### src/rtl/uart_pkg.sv
`default_nettype none
// ============================================================================
//  Module   : uart_pkg
//  Purpose  : Shared types and line-level constants for the UART transmit
//             path (state encoding, idle/start levels, parity selection).
//  Ports    : none (package)
//  Revision : 1.0 - initial release
// ============================================================================
package uart_pkg;

    typedef enum logic [2:0] {
        IDLE   = 3'd0,
        START  = 3'd1,
        DATA   = 3'd2,
        PARITY = 3'd3,
        STOP1  = 3'd4,
        STOP2  = 3'd5
    } uart_tx_state_t;

    localparam logic UART_IDLE_LEVEL  = 1'b1;
    localparam logic UART_START_LEVEL = 1'b0;
    localparam logic PARITY_EVEN      = 1'b0;
    localparam logic PARITY_ODD       = 1'b1;

endpackage : uart_pkg
`default_nettype wire

### src/rtl/uart_tx_ctrl_if.sv
`default_nettype none
// ============================================================================
//  Module   : uart_tx_ctrl_if
//  Purpose  : Valid/ready word handshake into the UART transmitter.
//  Signals  : tx_data  - word to transmit (DWIDTH bits)
//             tx_valid - tx_data is valid (producer -> transmitter)
//             tx_ready - transmitter can accept a word (transmitter -> producer)
//  Modports : master (word producer), slave (transmitter)
//  Revision : 1.0 - initial release
// ============================================================================
interface uart_tx_ctrl_if #(
    parameter int DWIDTH = 8
) ();

    logic [DWIDTH-1:0] tx_data;
    logic              tx_valid;
    logic              tx_ready;

    modport master (
        output tx_data,
        output tx_valid,
        input  tx_ready
    );

    modport slave (
        input  tx_data,
        input  tx_valid,
        output tx_ready
    );

endinterface : uart_tx_ctrl_if
`default_nettype wire

### src/rtl/parity_generator.sv
`default_nettype none
// ============================================================================
//  Module   : parity_generator
//  Purpose  : Combinational parity bit for a data word.
//  Ports    : data_i       in  DWIDTH  data word
//             parity_sel_i in  1       0 = even parity, 1 = odd parity
//             parity_o     out 1       bit that makes the total number of
//                                      ones (data + parity) even or odd
//  Revision : 1.0 - initial release
// ============================================================================
module parity_generator
    import uart_pkg::*;
#(
    parameter int DWIDTH = 8
) (
    input  wire logic [DWIDTH-1:0] data_i,
    input  wire logic              parity_sel_i,
    output logic                   parity_o
);

    // Reduction XOR is the even-parity bit; odd parity is its inverse.
    assign parity_o = (^data_i) ^ (parity_sel_i == PARITY_ODD);

endmodule : parity_generator
`default_nettype wire

### src/rtl/uart_tx_ctrl.sv
`default_nettype none
// ============================================================================
//  Module   : uart_tx_ctrl
//  Purpose  : UART transmit sequencer. Takes one word per valid/ready
//             handshake and serialises it as start, DWIDTH data bits (LSB
//             first), optional parity and one or two stop bits.
//  Ports    : HCLK      in  1      system clock (rising edge)
//             HRESETn   in  1      asynchronous active-low reset
//             tx_if     slave      tx_data / tx_valid / tx_ready handshake
//             baud_div  in  DIVW   each bit lasts baud_div+1 clocks
//             parity_en in  1      insert parity bit after data
//             PARITYSEL in  1      0 = even, 1 = odd parity
//             two_stop  in  1      0 = one stop bit, 1 = two stop bits
//             txd       out 1      serial line, idles high
//             busy      out 1      frame in progress
//             tx_done   out 1      one-cycle pulse in first idle cycle
//  Revision : 1.0 - initial release
// ============================================================================
module uart_tx_ctrl
    import uart_pkg::*;
#(
    parameter int DWIDTH = 8,
    parameter int DIVW   = 16
) (
    input  wire logic            HCLK,
    input  wire logic            HRESETn,
    uart_tx_ctrl_if.slave        tx_if,
    input  wire logic [DIVW-1:0] baud_div,
    input  wire logic            parity_en,
    input  wire logic            PARITYSEL,
    input  wire logic            two_stop,
    output logic                 txd,
    output logic                 busy,
    output logic                 tx_done
);

    localparam int            BW         = (DWIDTH > 1) ? $clog2(DWIDTH) : 1;
    localparam logic [BW-1:0] C_LAST_BIT = BW'(DWIDTH - 1);

    uart_tx_state_t    state_q,    state_d;
    logic [DIVW-1:0]   cnt_q,      cnt_d;
    logic [BW-1:0]     bit_q,      bit_d;
    logic [DWIDTH-1:0] data_q,     data_d;
    logic [DIVW-1:0]   div_q,      div_d;
    logic              par_en_q,   par_en_d;
    logic              par_sel_q,  par_sel_d;
    logic              two_stop_q, two_stop_d;
    logic              txd_q,      txd_d;
    logic              done_q,     done_d;

    logic              parity_bit;
    logic              baud_tick;

    // Parity always comes from the shadowed word so mid-frame input
    // changes cannot leak into the frame in flight.
    parity_generator #(
        .DWIDTH (DWIDTH)
    ) u_parity (
        .data_i       (data_q),
        .parity_sel_i (par_sel_q),
        .parity_o     (parity_bit)
    );

    // Equality compare lets the full divisor range work without overflow care.
    assign baud_tick = (cnt_q == div_q);

    always_comb begin
        state_d    = state_q;
        cnt_d      = cnt_q;
        bit_d      = bit_q;
        data_d     = data_q;
        div_d      = div_q;
        par_en_d   = par_en_q;
        par_sel_d  = par_sel_q;
        two_stop_d = two_stop_q;
        done_d     = 1'b0;
        txd_d      = UART_IDLE_LEVEL;

        if (state_q == IDLE) begin
            if (tx_if.tx_valid) begin
                data_d     = tx_if.tx_data;
                div_d      = baud_div;
                par_en_d   = parity_en;
                par_sel_d  = PARITYSEL;
                two_stop_d = two_stop;
                cnt_d      = '0;
                bit_d      = '0;
                state_d    = START;
            end
        end else if (baud_tick) begin
            cnt_d = '0;
            case (state_q)
                START:  state_d = DATA;
                DATA: begin
                    if (bit_q == C_LAST_BIT) begin
                        state_d = par_en_q ? PARITY : STOP1;
                    end else begin
                        bit_d = bit_q + 1'b1;
                    end
                end
                PARITY: state_d = STOP1;
                STOP1: begin
                    if (two_stop_q) begin
                        state_d = STOP2;
                    end else begin
                        state_d = IDLE;
                        done_d  = 1'b1;
                    end
                end
                STOP2: begin
                    state_d = IDLE;
                    done_d  = 1'b1;
                end
                default: state_d = IDLE;
            endcase
        end else begin
            cnt_d = cnt_q + 1'b1;
        end

        // txd is registered from the next state so the line changes on the
        // same edge that enters each bit period.
        case (state_d)
            START:   txd_d = UART_START_LEVEL;
            DATA:    txd_d = data_d[bit_d];
            PARITY:  txd_d = parity_bit;
            default: txd_d = UART_IDLE_LEVEL;
        endcase
    end

    always_ff @(posedge HCLK or negedge HRESETn) begin
        if (!HRESETn) begin
            state_q    <= IDLE;
            cnt_q      <= '0;
            bit_q      <= '0;
            data_q     <= '0;
            div_q      <= '0;
            par_en_q   <= 1'b0;
            par_sel_q  <= 1'b0;
            two_stop_q <= 1'b0;
            txd_q      <= UART_IDLE_LEVEL;
            done_q     <= 1'b0;
        end else begin
            state_q    <= state_d;
            cnt_q      <= cnt_d;
            bit_q      <= bit_d;
            data_q     <= data_d;
            div_q      <= div_d;
            par_en_q   <= par_en_d;
            par_sel_q  <= par_sel_d;
            two_stop_q <= two_stop_d;
            txd_q      <= txd_d;
            done_q     <= done_d;
        end
    end

    assign tx_if.tx_ready = (state_q == IDLE);
    assign busy           = (state_q != IDLE);
    assign txd            = txd_q;
    assign tx_done        = done_q;

endmodule : uart_tx_ctrl
`default_nettype wire

### src/flat_wrapper.sv
// flat-port wrapper written by rule: the top's interface ports become plain ports
module uart_tx_ctrl_flat import uart_pkg::*;
#(
    parameter int DWIDTH = 8,
    parameter int DIVW   = 16
)
  (HCLK, HRESETn, baud_div, parity_en, PARITYSEL, two_stop, txd, busy, tx_done, tx_if_tx_data, tx_if_tx_valid, tx_if_tx_ready);
  uart_tx_ctrl_if #(.DWIDTH(DWIDTH)) tx_if_i ();
  input  wire logic HCLK;
  input  wire logic HRESETn;
  input  wire logic [DIVW-1:0] baud_div;
  input  wire logic parity_en;
  input  wire logic PARITYSEL;
  input  wire logic two_stop;
  output logic txd;
  output logic busy;
  output logic tx_done;
  input wire logic [$bits(tx_if_i.tx_data)-1:0] tx_if_tx_data;
  input wire logic [$bits(tx_if_i.tx_valid)-1:0] tx_if_tx_valid;
  output wire logic [$bits(tx_if_i.tx_ready)-1:0] tx_if_tx_ready;
  assign tx_if_i.tx_data = tx_if_tx_data;
  assign tx_if_i.tx_valid = tx_if_tx_valid;
  assign tx_if_tx_ready = tx_if_i.tx_ready;
  uart_tx_ctrl #(.DWIDTH(DWIDTH), .DIVW(DIVW)) u_core (.HCLK(HCLK), .HRESETn(HRESETn), .tx_if(tx_if_i), .baud_div(baud_div), .parity_en(parity_en), .PARITYSEL(PARITYSEL), .two_stop(two_stop), .txd(txd), .busy(busy), .tx_done(tx_done));
endmodule
### config.mk
export PLATFORM = sky130hd
export DESIGN_NAME = uart_tx_ctrl_flat
export DESIGN_NICKNAME = d
export VERILOG_FILES = /design/src/rtl/uart_pkg.sv /design/src/rtl/uart_tx_ctrl_if.sv /design/src/rtl/parity_generator.sv /design/src/rtl/uart_tx_ctrl.sv /design/src/flat_wrapper.sv
export SDC_FILE = /design/constraint.sdc
export NUM_CORES = 1
export LEC_CHECK = 0
export ABC_AREA = 1
export CAP_MARGIN = 20
export CORE_AREA = 2 2 79 81
export DETAILED_ROUTE_END_ITERATION = 16
export DIE_AREA = 0 0 81 83
export PLACE_DENSITY = 0.81
export RECOVER_POWER = 25
export REMOVE_ABC_BUFFERS = 1
export SLEW_MARGIN = 5
export SYNTH_ARGS = -nofsm -noshare
export SYNTH_HDL_FRONTEND = slang
export SYNTH_SLANG_ARGS = --single-unit
### constraint.sdc
create_clock -name HCLK -period 1.65 [get_ports HCLK]
set_input_delay 0.495 -clock HCLK [delete_from_list [all_inputs] [get_ports HCLK]]
set_output_delay 0.495 -clock HCLK [all_outputs]
set_load 0.01 [all_outputs]
; Word level (Yosys, flattened, before mapping)
; Cells that the tools add are included.
[op_classes]
n_addsub = 2
magnitude_cmp = 1
eq_ne = 11
muxes = 24
n_bitwise = 1
n_reduce_logical = 4
[op_table]
columns = cell, n
row1 = 16-bit two-way mux, 3
row2 = 3-bit two-way mux, 11
row3 = "16-bit by 1-bit adder with 16-bit output, second input constant", 1
row4 = 16-bit equality test, 1
row5 = 8-bit two-way mux, 2
row6 = "3-bit by 2-bit equality test with 1-bit output, second input constant", 4
row7 = 3-bit case mux with 4 select lines, 1
row8 = "3-bit equality test, second input constant", 3
row9 = 8-bit parity, 1
row10 = "3-bit by 1-bit equality test with 1-bit output, second input constant", 2
row11 = "3-bit by 4-bit < comparator with 1-bit output, second input constant", 1
row12 = 1-bit two-way mux, 4
row13 = "3-bit by 1-bit adder with 3-bit output, second input constant", 1
row14 = 1-bit binary-select mux with 3-bit select, 1
row15 = 3-bit zero test, 1
row16 = 1-bit case mux with 3 select lines, 1
row17 = 3-bit nonzero test, 1
row18 = "2-bit inequality test, second input constant", 1
row19 = 1-bit case mux with 2 select lines, 1
row20 = 2-bit AND reduction, 1
row21 = 1-bit XOR, 1
[totals]
reg_bits = 51
in_bits = 30
output_inout_bits = 4
elab_cells = 53

; Longest topological paths before layout
[logic_depth]
depth_word = 8
ltp_mapped = 16
mapped_depth_nobuf = 16

; Hierarchy
; Synthesis repeated with hierarchy kept, for this count alone.
[hier_totals]
cells_unflattened = 406
area_unflattened_um2 = 2915.3
[by_module_without_submodules]
columns = mod, instances, cells_per_inst, area_per_inst_um2
row1 = uart_tx_ctrl, 1, 368, 2751.4
row2 = parity_generator, 1, 38, 163.9

; Worst setup path before layout
; Ideal clock, no wire load.
[synth_path]
path_kind = register -> register
startpoint = reg u_core.bit_q[0]
endpoint = reg u_core.txd_q, in the netlist u_core.txd
setup_ps = 83
t_arrival_ps = 1598
slack_ps = -31
stages_incl_launch_ff = 16
path_buffers = 0
cell_sequence = dfrtp_1 > ha_1 > nand2_1 > inv_1 > o21ai_0 > nand2_1 > o21ai_0 > nand3_1 > nand2_1 > nand2_1 > nand2_2 > clkinv_1 > nand3_1 > nand3_1 > nand3_1 > nand3_1
[synth_between]
elab_chain_cells = 8
elab_cells_between_ends = 17
[synth_rtl]
columns = element, line_no
row1 = "start, declared", uart_tx_ctrl.sv:42  ; logic [BW-1:0] bit_q, bit_d;
row2 = "start signal, assigned", uart_tx_ctrl.sv:145  ; bit_q <= bit_d;
row3 = 3-bit by 1-bit adder with 3-bit output / 3-bit equality test (equally long branches), "uart_tx_ctrl.sv:98, uart_tx_ctrl.sv:95"
row4 = 3-bit two-way mux *, uart_tx_ctrl.sv:95  ; if (bit_q == C_LAST_BIT) begin
row5 = 3-bit two-way mux *, uart_tx_ctrl.sv:92  ; case (state_q)
row6 = 3-bit two-way mux *, uart_tx_ctrl.sv:90  ; end else if (baud_tick) begin
row7 = 3-bit two-way mux *, uart_tx_ctrl.sv:79  ; if (state_q == IDLE) begin
row8 = named net u_core.bit_d[1], uart_tx_ctrl.sv:42
row9 = 1-bit binary-select mux with 3-bit select *, uart_tx_ctrl.sv:124  ; DATA: txd_d = data_d[bit_d];
row10 = 1-bit two-way mux (implied by the code) *, uart_tx_ctrl.sv:124
row11 = 1-bit case mux with 3 select lines *, uart_tx_ctrl.sv:122  ; case (state_d)
row12 = named net u_core.txd_d, uart_tx_ctrl.sv:48  ; logic txd_q, txd_d;
row13 = "end signal, assigned", uart_tx_ctrl.sv:151  ; txd_q <= txd_d;
row14 = "end, declared", uart_tx_ctrl.sv:48
; The timed path passes the listed nets; every way through them passes the cells marked *. The select of a mux whose other input is x is not followed.
; A chain may end at the register's enable or synchronous reset.

; Worst setup path after layout
[layout_path]
startpoint = reg u_core.cnt_q[1]
endpoint = reg u_core.cnt_q[8]
[layout_between]
elab_chain_cells = 3
elab_cells_between_ends = 4
[layout_rtl]
columns = element, line_no
row1 = "start, declared", uart_tx_ctrl.sv:41  ; logic [DIVW-1:0] cnt_q, cnt_d;
row2 = "start signal, assigned", uart_tx_ctrl.sv:144  ; cnt_q <= cnt_d;
row3 = 16-bit by 1-bit adder with 16-bit output / 16-bit equality test (equally long branches), "uart_tx_ctrl.sv:117, uart_tx_ctrl.sv:65"
row4 = 16-bit two-way mux *, uart_tx_ctrl.sv:90
row5 = 16-bit two-way mux *, uart_tx_ctrl.sv:79
; Mark *: on every way between the ends. The rest lies on a longest branch, timed or not.

==> results.md <==
* Period utilization at 118%
* Fin util at 70.6%
* Final hold vios at 0
* DRT antenna net count at 0
* Final HPWL DP at ~4600 µm
* CTS tree: done
* Design Power at 2280 µW
* Vias in the first global route at 2716
* # setup viols final at 16
* Warnings from Yosys at 0
* Cts hold-fix bufs at 0
* Worst-path cell chain: buf_4 -> ha_4 -> nand3_2 -> nor2_2 -> nand2_2 -> buf_4 -> buf_4 -> nor2_4 -> a21oi_1 -> o32ai_1
* Vias at 2969
* Final Worst Setup Slack at -304 ps
* TritonCTS sink count at between 50 and 60
* Slew headroom at 14.1%
* Crit-path slowest cell: dfrtp_1
* # fillers at around 430
* Total CTS buffers at 5
* CORE AREA at between 5000 and 6000 µm²
* Initial antenna violation count at 0
* DRC at 0
* GR Overflow Total at 0
* Pre-antenna DRT Iters at 6
* Max Fclk at 512 MHz
* Yosys reg bits at 51
* Global placer's final weighted congestion at around 0.86
* Clk_lat worst skew at 310 ps
* Critical Path RT at between 1500 and 2000 ps
* Clk_skew at just over 4 ps
* RSZ-0062 raised after global routing: true
* Most frequent cells after synthesis: nand2_1, inv_1, dfrtp_1
* Asr flop ratio synth at 100%
* IO Count at 34
* Die Wd at 81 µm
* Global-route wire length before repair at 11500 µm
* CP endpoint kind: register
* Cell area after synthesis at 2850 µm²
* Top cell by count, worst path: buf_4
* Wire length per cell at roughly 15 µm
* Largest net degree at the start of global routing at 52
* Synth Flop Type: dfrtp_1
* Worst-Margin Slew at 1290 ps
* Post-DR vias/cell at 5.30
* DRT Wirelength at 8510 µm
* Fin nets at 516
* Worst hold path type: input port to asynchronous set/reset pin
* DP Area at 3670 µm²
* Max stage delay on crit path at between 400 and 500 ps
* CP startpoint kind: register
* Finished Cell Area at 4110 µm²
* Max-Cap Viols at 0
* Crit path DAT at around 2200 ps
* Synth cell types at 35
* Post-synth EDFFs at 0
* Hold Slack at 536 ps
* Seq/Total Area, Yosys at 44.8%
* Status: finished with violations
* Die Y at 83 µm
* Total die area at just under 7000 µm²
* Yosys top cell area share at 43.9%
* Cell row count at 28
* Leak Pwr at 0.00200 µW
* Initial Util at 49.1%
* Ant diodes at 0
* VDD IR max at 381 µV
* Pwr dens at 555 nW/µm²
* Share of post-route cells with drive strength above 1 at 31.3%
* Max H-tree Level at 2
* Worst-path clk slew at 100 ps
* CP max FO at 4
* Drt initial violations at approximately 240
* Root Buffer: clkbuf_8
* Clk buf depth at 2
* WS Path Type: register to register
* Largest cells by area after synthesis: dfrtp_1, nand2_1, inv_1
* Total Routing Usage GR at 21.3%
* Area Growth Syn to Fin at 43.9%
* Slew Viols, Final at 0
* Largest area contributor in the netlist: dfrtp_1
* Violated checks: setup timing
* Synthesized area per cell at between 7 and 8 µm²
* Port bufs at 33
* Tmin final at between 1500 and 2000 ps
* Syn Inst Count at 376
* Most common cell in the netlist: nand2_1
-- through the flow --
step	setup WS [ps]	TNS (ps)	std cells
2_1_floorplan	-230	-230	370
3_3_place_gp	-278	-6320	534
3_5_place_dp	-307	-6900	534
4_1_cts	-153	-570	550
5_1_grt	-453	-4490	560
6_report	-304	-2030	560
-- kinds of logic (layout without fill, tap and decap cells) --
family                     count (synthesis)  in the layout  synth area share [%]
DFF                                       51             51                  44.8
adders and majority gates                  2              2                 0.877
xor gates and xnor gates                  15             15                  4.61
buffers and inverters                     71            180                  10.1
AOI/OAI and AO/OA                         56             56                  11.1
and+or+nand+nor                          181            181                  28.5
-- critical path, delay by kind of cell, from the launching register on --
kind,cells,cell delay [ps]
adders and majority gates,1,140
DFF,1,410
AOI/OAI and AO/OA,2,430
and+or+nand+nor,4,420
buffers and inverters,3,440
-- per-layer routing --
layer	share of wire, %	global-route usage (%)	wire, µm	up-vias
met5	0	0	0	-
met4	4.6	6.47	388	0
met3	5.2	3.48	446	40
met2	51	37.2	4370	118
met1	39	26.6	3300	1404
li1	-	-	-	1407
-- where the power goes --
part	internal (µW)	switching, µW
Sequential	1250	0
Combinational	61.3	37.8
Clock	492	438
-- flip-flops by register name, indices dropped and copies added (netlist names), 3 cells and up --
name	count
u_core.bit_q	3
u_core.state_q	3
u_core.div_q	16
u_core.data_q	8
u_core.cnt_q	16
-- cells in the final DEF (no fill, tap or decap), types with 3 or more instances in the layout --
cell type | Yosys | layout
o21ai_1 | 8 | 12
nand2_4 | 2 | 3
o21ai_0 | 28 | 23
nand3_1 | 31 | 23
nor2_4 | 3 | 9
dfrtp_1 | 50 | 47
o22ai_1 | 8 | 5
dfrtp_2 | 0 | 3
o21ai_2 | 3 | 4
nor3_1 | 3 | 3
clkbuf_8 | 0 | 6
nand3_4 | 0 | 3
xor2_1 | 8 | 8
o22ai_2 | 0 | 3
nand2_2 | 6 | 11
buf_6 | 2 | 5
nor2_1 | 17 | 11
a21oi_1 | 4 | 4
nand3_2 | 1 | 6
clkdlybuf4s50_1 | 0 | 28
xnor2_1 | 7 | 7
buf_4 | 0 | 68
inv_2 | 10 | 12
nand2_1 | 111 | 105
inv_1 | 52 | 48
-- area by class of cell --
type | count | area, µm² | area share (%)
clock buffer | 6 | 82.6 | 2.01
clock inverter | 2 | 35.0 | 0.853
inverter | 65 | 259 | 6.31
multi-input combinational | 254 | 1470 | 35.7
sequential | 51 | 1280 | 31.2
tap | 75 | 93.8 | 2.29
timing repair buffer | 106 | 880 | 21.4
timing repair inverter | 1 | 7.51 | 0.183
-- path summary, 6_finish.rpt --
check / startpoint / to / slack [ps] / depth (start not counted)
min in group HCLK: u_core.par_en_q$_DFFE_PN0P_ / u_core.par_en_q$_DFFE_PN0P_ / 540 / 2
setup reg to reg: u_core.cnt_q[1]$_DFFE_PN0P_ / u_core.cnt_q[8]$_DFFE_PN0P_ / -300 / 10
setup / recovery: u_core.cnt_q[1]$_DFFE_PN0P_ / u_core.cnt_q[8]$_DFFE_PN0P_ / -300 / 10
hold reg to reg: u_core.par_en_q$_DFFE_PN0P_ / u_core.par_en_q$_DFFE_PN0P_ / 540 / 2
max in group asynchronous: HRESETn / u_core.cnt_q[0]$_DFFE_PN0P_ / 250 / 2
hold / removal: HRESETn / u_core.div_q[6]$_DFFE_PN0P_ / 540 / 2
-- timing repair --
action,in CTS,in global routing
setup endpoints to repair,17,36
pin swaps,6,9
setup buffers,8,11
cloned,0,1
resized for setup,24,46
Power figures use the tool's default switching activity.
